===== src/rtl/decode_if.sv =====
// decode_if: instruction, writeback and decoded-output signals of the decode stage.
interface decode_if;
    logic [31:0] instr;
    logic        in_valid;
    logic        wb_en;
    logic [4:0]  wb_addr;
    logic [31:0] wb_data;
    logic [4:0]  write_dest;
    logic [31:0] read_reg_1;
    logic [31:0] read_reg_2;
    logic [1:0]  alu_op;
    logic        out_valid;
    logic        illegal;
    modport master (
        output instr, in_valid, wb_en, wb_addr, wb_data,
        input  write_dest, read_reg_1, read_reg_2, alu_op, out_valid, illegal
    );
    modport slave (
        input  instr, in_valid, wb_en, wb_addr, wb_data,
        output write_dest, read_reg_1, read_reg_2, alu_op, out_valid, illegal
    );
endinterface


===== src/rtl/decode.sv =====
// decode: one-cycle R-type decoder over a 32x32 register file.
// Define DECODE_WB_BYPASS_EN to forward a same-cycle writeback to the read ports.
module decode (
    input logic     clk,
    input logic     rst,
    decode_if.slave bus
);
    logic [31:0] r_rf [32];
    logic [4:0]  r_write_dest;
    logic [31:0] r_read_reg_1;
    logic [31:0] r_read_reg_2;
    logic [1:0]  r_alu_op;
    logic        r_out_valid;
    logic        r_illegal;
    logic [5:0]  w_op;
    logic [5:0]  w_funct;
    logic [4:0]  w_rs;
    logic [4:0]  w_rt;
    logic        w_legal;
    logic        w_wb;
    logic [1:0]  w_alu_op;
    logic [31:0] w_rf1;
    logic [31:0] w_rf2;
    logic [31:0] w_rd1;
    logic [31:0] w_rd2;
    assign w_op    = bus.instr[31:26];
    assign w_funct = bus.instr[5:0];
    assign w_rs    = bus.instr[25:21];
    assign w_rt    = bus.instr[20:16];
    assign w_legal = w_op == 6'd0 && (w_funct == 6'h20 || w_funct == 6'h22 ||
                                      w_funct == 6'h24 || w_funct == 6'h25);
    assign w_alu_op = !w_legal ? 2'b00 :
                      w_funct == 6'h22 ? 2'b01 :
                      w_funct == 6'h24 ? 2'b10 :
                      w_funct == 6'h25 ? 2'b11 : 2'b00;
    assign w_wb  = bus.wb_en && bus.wb_addr != 5'd0;
    // Register 0 is decoded as constant zero; its storage is never written.
    assign w_rf1 = w_rs == 5'd0 ? 32'd0 : r_rf[w_rs];
    assign w_rf2 = w_rt == 5'd0 ? 32'd0 : r_rf[w_rt];
`ifdef DECODE_WB_BYPASS_EN
    assign w_rd1 = w_wb && bus.wb_addr == w_rs ? bus.wb_data : w_rf1;
    assign w_rd2 = w_wb && bus.wb_addr == w_rt ? bus.wb_data : w_rf2;
`else
    assign w_rd1 = w_rf1;
    assign w_rd2 = w_rf2;
`endif
    always_ff @(posedge clk) begin
        if (rst) begin
            for (int i = 0; i < 32; i++) r_rf[i] <= '0;
            r_write_dest <= '0;
            r_read_reg_1 <= '0;
            r_read_reg_2 <= '0;
            r_alu_op     <= '0;
            r_out_valid  <= 1'b0;
            r_illegal    <= 1'b0;
        end else begin
            if (w_wb) r_rf[bus.wb_addr] <= bus.wb_data;
            r_out_valid <= bus.in_valid;
            if (bus.in_valid) begin
                r_write_dest <= w_legal ? bus.instr[15:11] : 5'd0;
                r_read_reg_1 <= w_rd1;
                r_read_reg_2 <= w_rd2;
                r_alu_op     <= w_alu_op;
                r_illegal    <= !w_legal;
            end
        end
    end
    assign bus.write_dest = r_write_dest;
    assign bus.read_reg_1 = r_read_reg_1;
    assign bus.read_reg_2 = r_read_reg_2;
    assign bus.alu_op     = r_alu_op;
    assign bus.out_valid  = r_out_valid;
    assign bus.illegal    = r_illegal;
endmodule


===== src/flat_wrapper.sv =====
// flat-port wrapper written by rule: the top's interface ports become plain ports
module decode_flat 
  (clk, rst, bus_instr, bus_in_valid, bus_wb_en, bus_wb_addr, bus_wb_data, bus_write_dest, bus_read_reg_1, bus_read_reg_2, bus_alu_op, bus_out_valid, bus_illegal);
  decode_if bus_i ();
  input logic clk;
  input logic rst;
  input wire logic [$bits(bus_i.instr)-1:0] bus_instr;
  input wire logic [$bits(bus_i.in_valid)-1:0] bus_in_valid;
  input wire logic [$bits(bus_i.wb_en)-1:0] bus_wb_en;
  input wire logic [$bits(bus_i.wb_addr)-1:0] bus_wb_addr;
  input wire logic [$bits(bus_i.wb_data)-1:0] bus_wb_data;
  output wire logic [$bits(bus_i.write_dest)-1:0] bus_write_dest;
  output wire logic [$bits(bus_i.read_reg_1)-1:0] bus_read_reg_1;
  output wire logic [$bits(bus_i.read_reg_2)-1:0] bus_read_reg_2;
  output wire logic [$bits(bus_i.alu_op)-1:0] bus_alu_op;
  output wire logic [$bits(bus_i.out_valid)-1:0] bus_out_valid;
  output wire logic [$bits(bus_i.illegal)-1:0] bus_illegal;
  assign bus_i.instr = bus_instr;
  assign bus_i.in_valid = bus_in_valid;
  assign bus_i.wb_en = bus_wb_en;
  assign bus_i.wb_addr = bus_wb_addr;
  assign bus_i.wb_data = bus_wb_data;
  assign bus_write_dest = bus_i.write_dest;
  assign bus_read_reg_1 = bus_i.read_reg_1;
  assign bus_read_reg_2 = bus_i.read_reg_2;
  assign bus_alu_op = bus_i.alu_op;
  assign bus_out_valid = bus_i.out_valid;
  assign bus_illegal = bus_i.illegal;
  decode u_core (.clk(clk), .rst(rst), .bus(bus_i));
endmodule

===== config.mk =====
export PLATFORM = sky130hd
export DESIGN_NAME = decode_flat
export DESIGN_NICKNAME = d
export VERILOG_FILES = /design/src/rtl/decode_if.sv /design/src/rtl/decode.sv /design/src/flat_wrapper.sv
export SDC_FILE = /design/constraint.sdc
export NUM_CORES = 2
export LEC_CHECK = 0
export BUFFER_PORTS_ARGS = -buffer_cell sky130_fd_sc_hd__buf_2
export CELL_PAD_IN_SITES_DETAIL_PLACEMENT = 1
export CELL_PAD_IN_SITES_GLOBAL_PLACEMENT = 2
export CORE_UTILIZATION = 50
export CTS_CLUSTER_DIAMETER = 120
export CTS_CLUSTER_SIZE = 10
export DETAILED_ROUTE_END_ITERATION = 6
export GPL_ROUTABILITY_DRIVEN = 0
export GPL_TIMING_DRIVEN = 0
export PLACE_DENSITY = 0.95
export SYNTH_ARGS = -nofsm -noshare
export SYNTH_HDL_FRONTEND = slang
export SYNTH_SLANG_ARGS = --single-unit

===== constraint.sdc =====
create_clock -name clk -period 3.6 [get_ports clk]
set_input_delay 0.18 -clock clk [delete_from_list [all_inputs] [get_ports clk]]
set_output_delay 0.18 -clock clk [all_outputs]
set_load 0.02 [all_outputs]

==> results.py <==
metrics = {
    "place": {
        "hpwl_um": 163700,
        "pre_cts_ws_ps": -460.1,
        "io_buffer_count": 137,
        "place_area_um2": 59670,
    },
    "routing": {
        "vias": 40610,
        "first_iter_violations": 6261,
        "final_antenna_net_count": 0,
        "drtPass1Iterations": 6,
        "vias_per_cell": 6.978,
        "routedWlPerCell_um": 38.79,
        "drc": 0,
        "totalWireLength_um": 225800,
    },
    "synthesis": {
        "netlist.top_cell.by_area": "edfxtp_1",
        "synth_area_per_cell_um2": 14.56,
        "synth.distinct_cells": 44,
        "synth_top_area_share_pct": 53.98,
        "synthTopCellsByArea": "edfxtp_1 54%, mux4_2 15%, and2_1 11%",
        "yosys_warnings": 0,
        "synth_common_cells": "1024 x edfxtp_1, 1010 x and2_1, 384 x mux4_2",
        "synth_cells": 3912,
        "synth_edf_count": 1024,
        "synth-main-ff-cell": "edfxtp_1",
        "yosysMostFrequentCell": "edfxtp_1",
        "yosysSeqAreaShare_pct": 56.55,
        "syn_area_um2": 56960,
        "synthArstFlopShare_pct": 0,
        "synth-seq-cells": 1097,
    },
    "die": {
        "start_util_pct": 50.56,
        "fp.coreArea_um2": 112700,
        "die-area_um2": 115300,
        "die_x_um": 339.5,
        "die_h_um": 339.5,
        "placementRows": 123,
        "io_pins": 146,
    },
    "global_routing": {
        "grt_pass1_wl_um": 307900,
        "grt_max_degree": 33,
        "grt_pass1_vias": 40919,
        "grt_usage_pct": 38.54,
        "antenna_found_initial": 17,
        "grt_remaining_overflow": 0,
    },
    "timing": {
        "drv_slew": 22,
        "worst_pin_slew_ps": 1555,
        "fin_crit_ps": 3744,
        "hold_viol_final": 0,
        "relSlewSlack_pct": -3.650,
        "fin_skew_ps": 36.05,
        "timing.fmax_mhz": 267.1,
        "rsz0062_at_grt": "no",
        "finalSetupTns_ps": -5196,
        "setup_viol": 139,
        "fin_crit_sh_pct": 104.0,
        "setup_ws_ps": -143.6,
    },
    "critical_path": {
        "start_kind": "primary input",
        "cp_slowest_cell": "a21boi_0",
        "r2r_cells": 4,
        "critical_path_class": "in2reg",
        "crit_path_end_kind": "flip-flop",
        "crit_fanout": 10,
        "critPathArrivalTime_ps": 4300,
        "cpMostUsedCell": "buf_2",
        "path_cells": "buf_2 -> buf_2 -> buf_2 -> nor2_1 -> clkbuf_1 -> a22oi_1 -> a21boi_0 -> o311ai_0",
        "cpPeakStageDelay_ps": 1060,
        "crit_required_ps": 4150,
    },
    "cells_and_area": {
        "drive_above_1_share_pct": 19.14,
        "synthToLayoutAreaGrowth_pct": 11.41,
        "nNetsFinal": 4320,
        "final_area_um2": 63460,
        "fillerInstances": 10852,
    },
    "status": {
        "violations": "capacitance limit, slew limit, setup timing",
        "status": "finished with violations",
    },
    "hold_path": {
        "worstHoldPathType": "in2reg",
        "min_path_cells": 5,
    },
    "clock_tree": {
        "cts_max_path_buffers": 3,
        "cts.sinks": 1097,
        "cts_tree": "done",
        "clk_latency_ps": 750,
        "htree_levels": 3,
        "post-cts-setup-buffers": 0,
        "cts_buffers": 119,
        "path_clk_slew_ps": 60,
        "clock-root-buffer": "clkbuf_16",
    },
    "flow_run": {
        "maxCapViolCount": 2,
    },
    "power": {
        "p_total_w": 0.03024,
        "ir_drop_v": 0.0003992,
        "power_density_nw_per_um2": 476.5,
        "p_leak_nw": 22.64,
    },
}
layout by cell type (no fill, tap or decap), types with 32 or more instances in the layout:
| master | n |
|---|---|
| a21oi_1 | 54 |
| dfxtp_1 | 73 |
| mux2i_1 | 365 |
| buf_2 | 221 |
| conb_1 | 32 |
| mux4_2 | 384 |
| a22oi_1 | 128 |
| or2_2 | 67 |
| clkbuf_16 | 122 |
| edfxtp_1 | 1024 |
| and3_1 | 39 |
| dlygate4sd3_1 | 44 |
| clkbuf_1 | 357 |
| and2_1 | 1010 |
| nor2b_1 | 33 |
| o311ai_0 | 32 |
| nor2_1 | 66 |
cell families (layout without fill, tap and decap cells):
kind of cell	count (synthesis)	after routing	synth area share, %
compound gates	376	376	5.157
flops	1097	1097	56.55
buf+inv	415	776	3.025
other cells	1	48	0.006583
mux	749	749	21.60
simple gates	1274	1274	13.67
metrics by stage:
stage | std cells | hold WS (ps) | util [%]
2_1_floorplan | 3943 | 300.8 | -
3_3_place_gp | 5580 | 413.2 | 52.94
3_5_place_dp | 5581 | 420.7 | 52.97
4_1_cts | 5803 | 108.7 | 56.28
5_1_grt | 5804 | 153.5 | 56.30
6_report | 5820 | 154.2 | 56.34
report_power, final:
part / switching (W) / internal (W)
Clock: 0.00517 / 0.00612
Sequential: 0.000524 / 0.0147
Combinational: 0.00238 / 0.00137
worst max-delay path, delay by kind of cell:
| kind | cells | cell delay (ps) |
|---|---|---|
| AO/OA/AOI/OAI | 3 | 1520 |
| buffers and inverters | 4 | 1640 |
| AND/OR/NAND/NOR | 1 | 930 |
registers in the layout, indices dropped and copies added, names as in the netlist:
register               count
u_core.r_rf             1024
u_core.bus.read_reg_1     32
u_core.bus.alu_op          2
u_core.bus.out_valid       1
u_core.bus.write_dest      5
u_core.bus.read_reg_2     32
u_core.bus.illegal         1
layout make-up:
type | count | area, um^2 | area share, %
Sequential cell | 1097 | 32210 | 50.76
Tap cell | 1500 | 1877 | 2.957
Clock inverter | 4 | 38.79 | 0.06112
Antenna cell | 16 | 40.04 | 0.06309
Clock buffer | 174 | 3248 | 5.118
Timing Repair Buffer | 183 | 1152 | 1.816
Multi-Input combinational cell | 2431 | 23170 | 36.51
Buffer | 415 | 1724 | 2.717
repair_timing:
item	CTS	global route
endpoints found under the setup margin	0	152
hold buffers	44	0
gates resized for setup	0	7
endpoints found under the hold margin	40	0
path summary, 6_finish.rpt:
| check | startpoint | end | slack, ps |
|---|---|---|---|
| max reg2reg | u_core.r_rf[22][10] | u_core.bus.read_reg_2[10] | 1100 |
| max | bus_instr[17] | u_core.bus.read_reg_2[15] | -140 |
| min reg2reg | u_core.bus.alu_op[0] | u_core.bus.alu_op[0] | 480 |
| min | bus_instr[3] | u_core.bus.illegal | 150 |
metal layers:
| metal | vias up | GRT usage, % | part of all wire [%] | wire [um] |
|---|---|---|---|---|
| li1 | 15573 | - | - | - |
| met1 | 20711 | 47.94 | 34 | 77030 |
| met2 | 3603 | 59.13 | 45 | 101100 |
| met3 | 705 | 15.43 | 16 | 35030 |
| met4 | 18 | 17.68 | 5.4 | 12240 |
| met5 | - | 0.2859 | 0.15 | 333 |
Power figures use the tool's default switching activity.
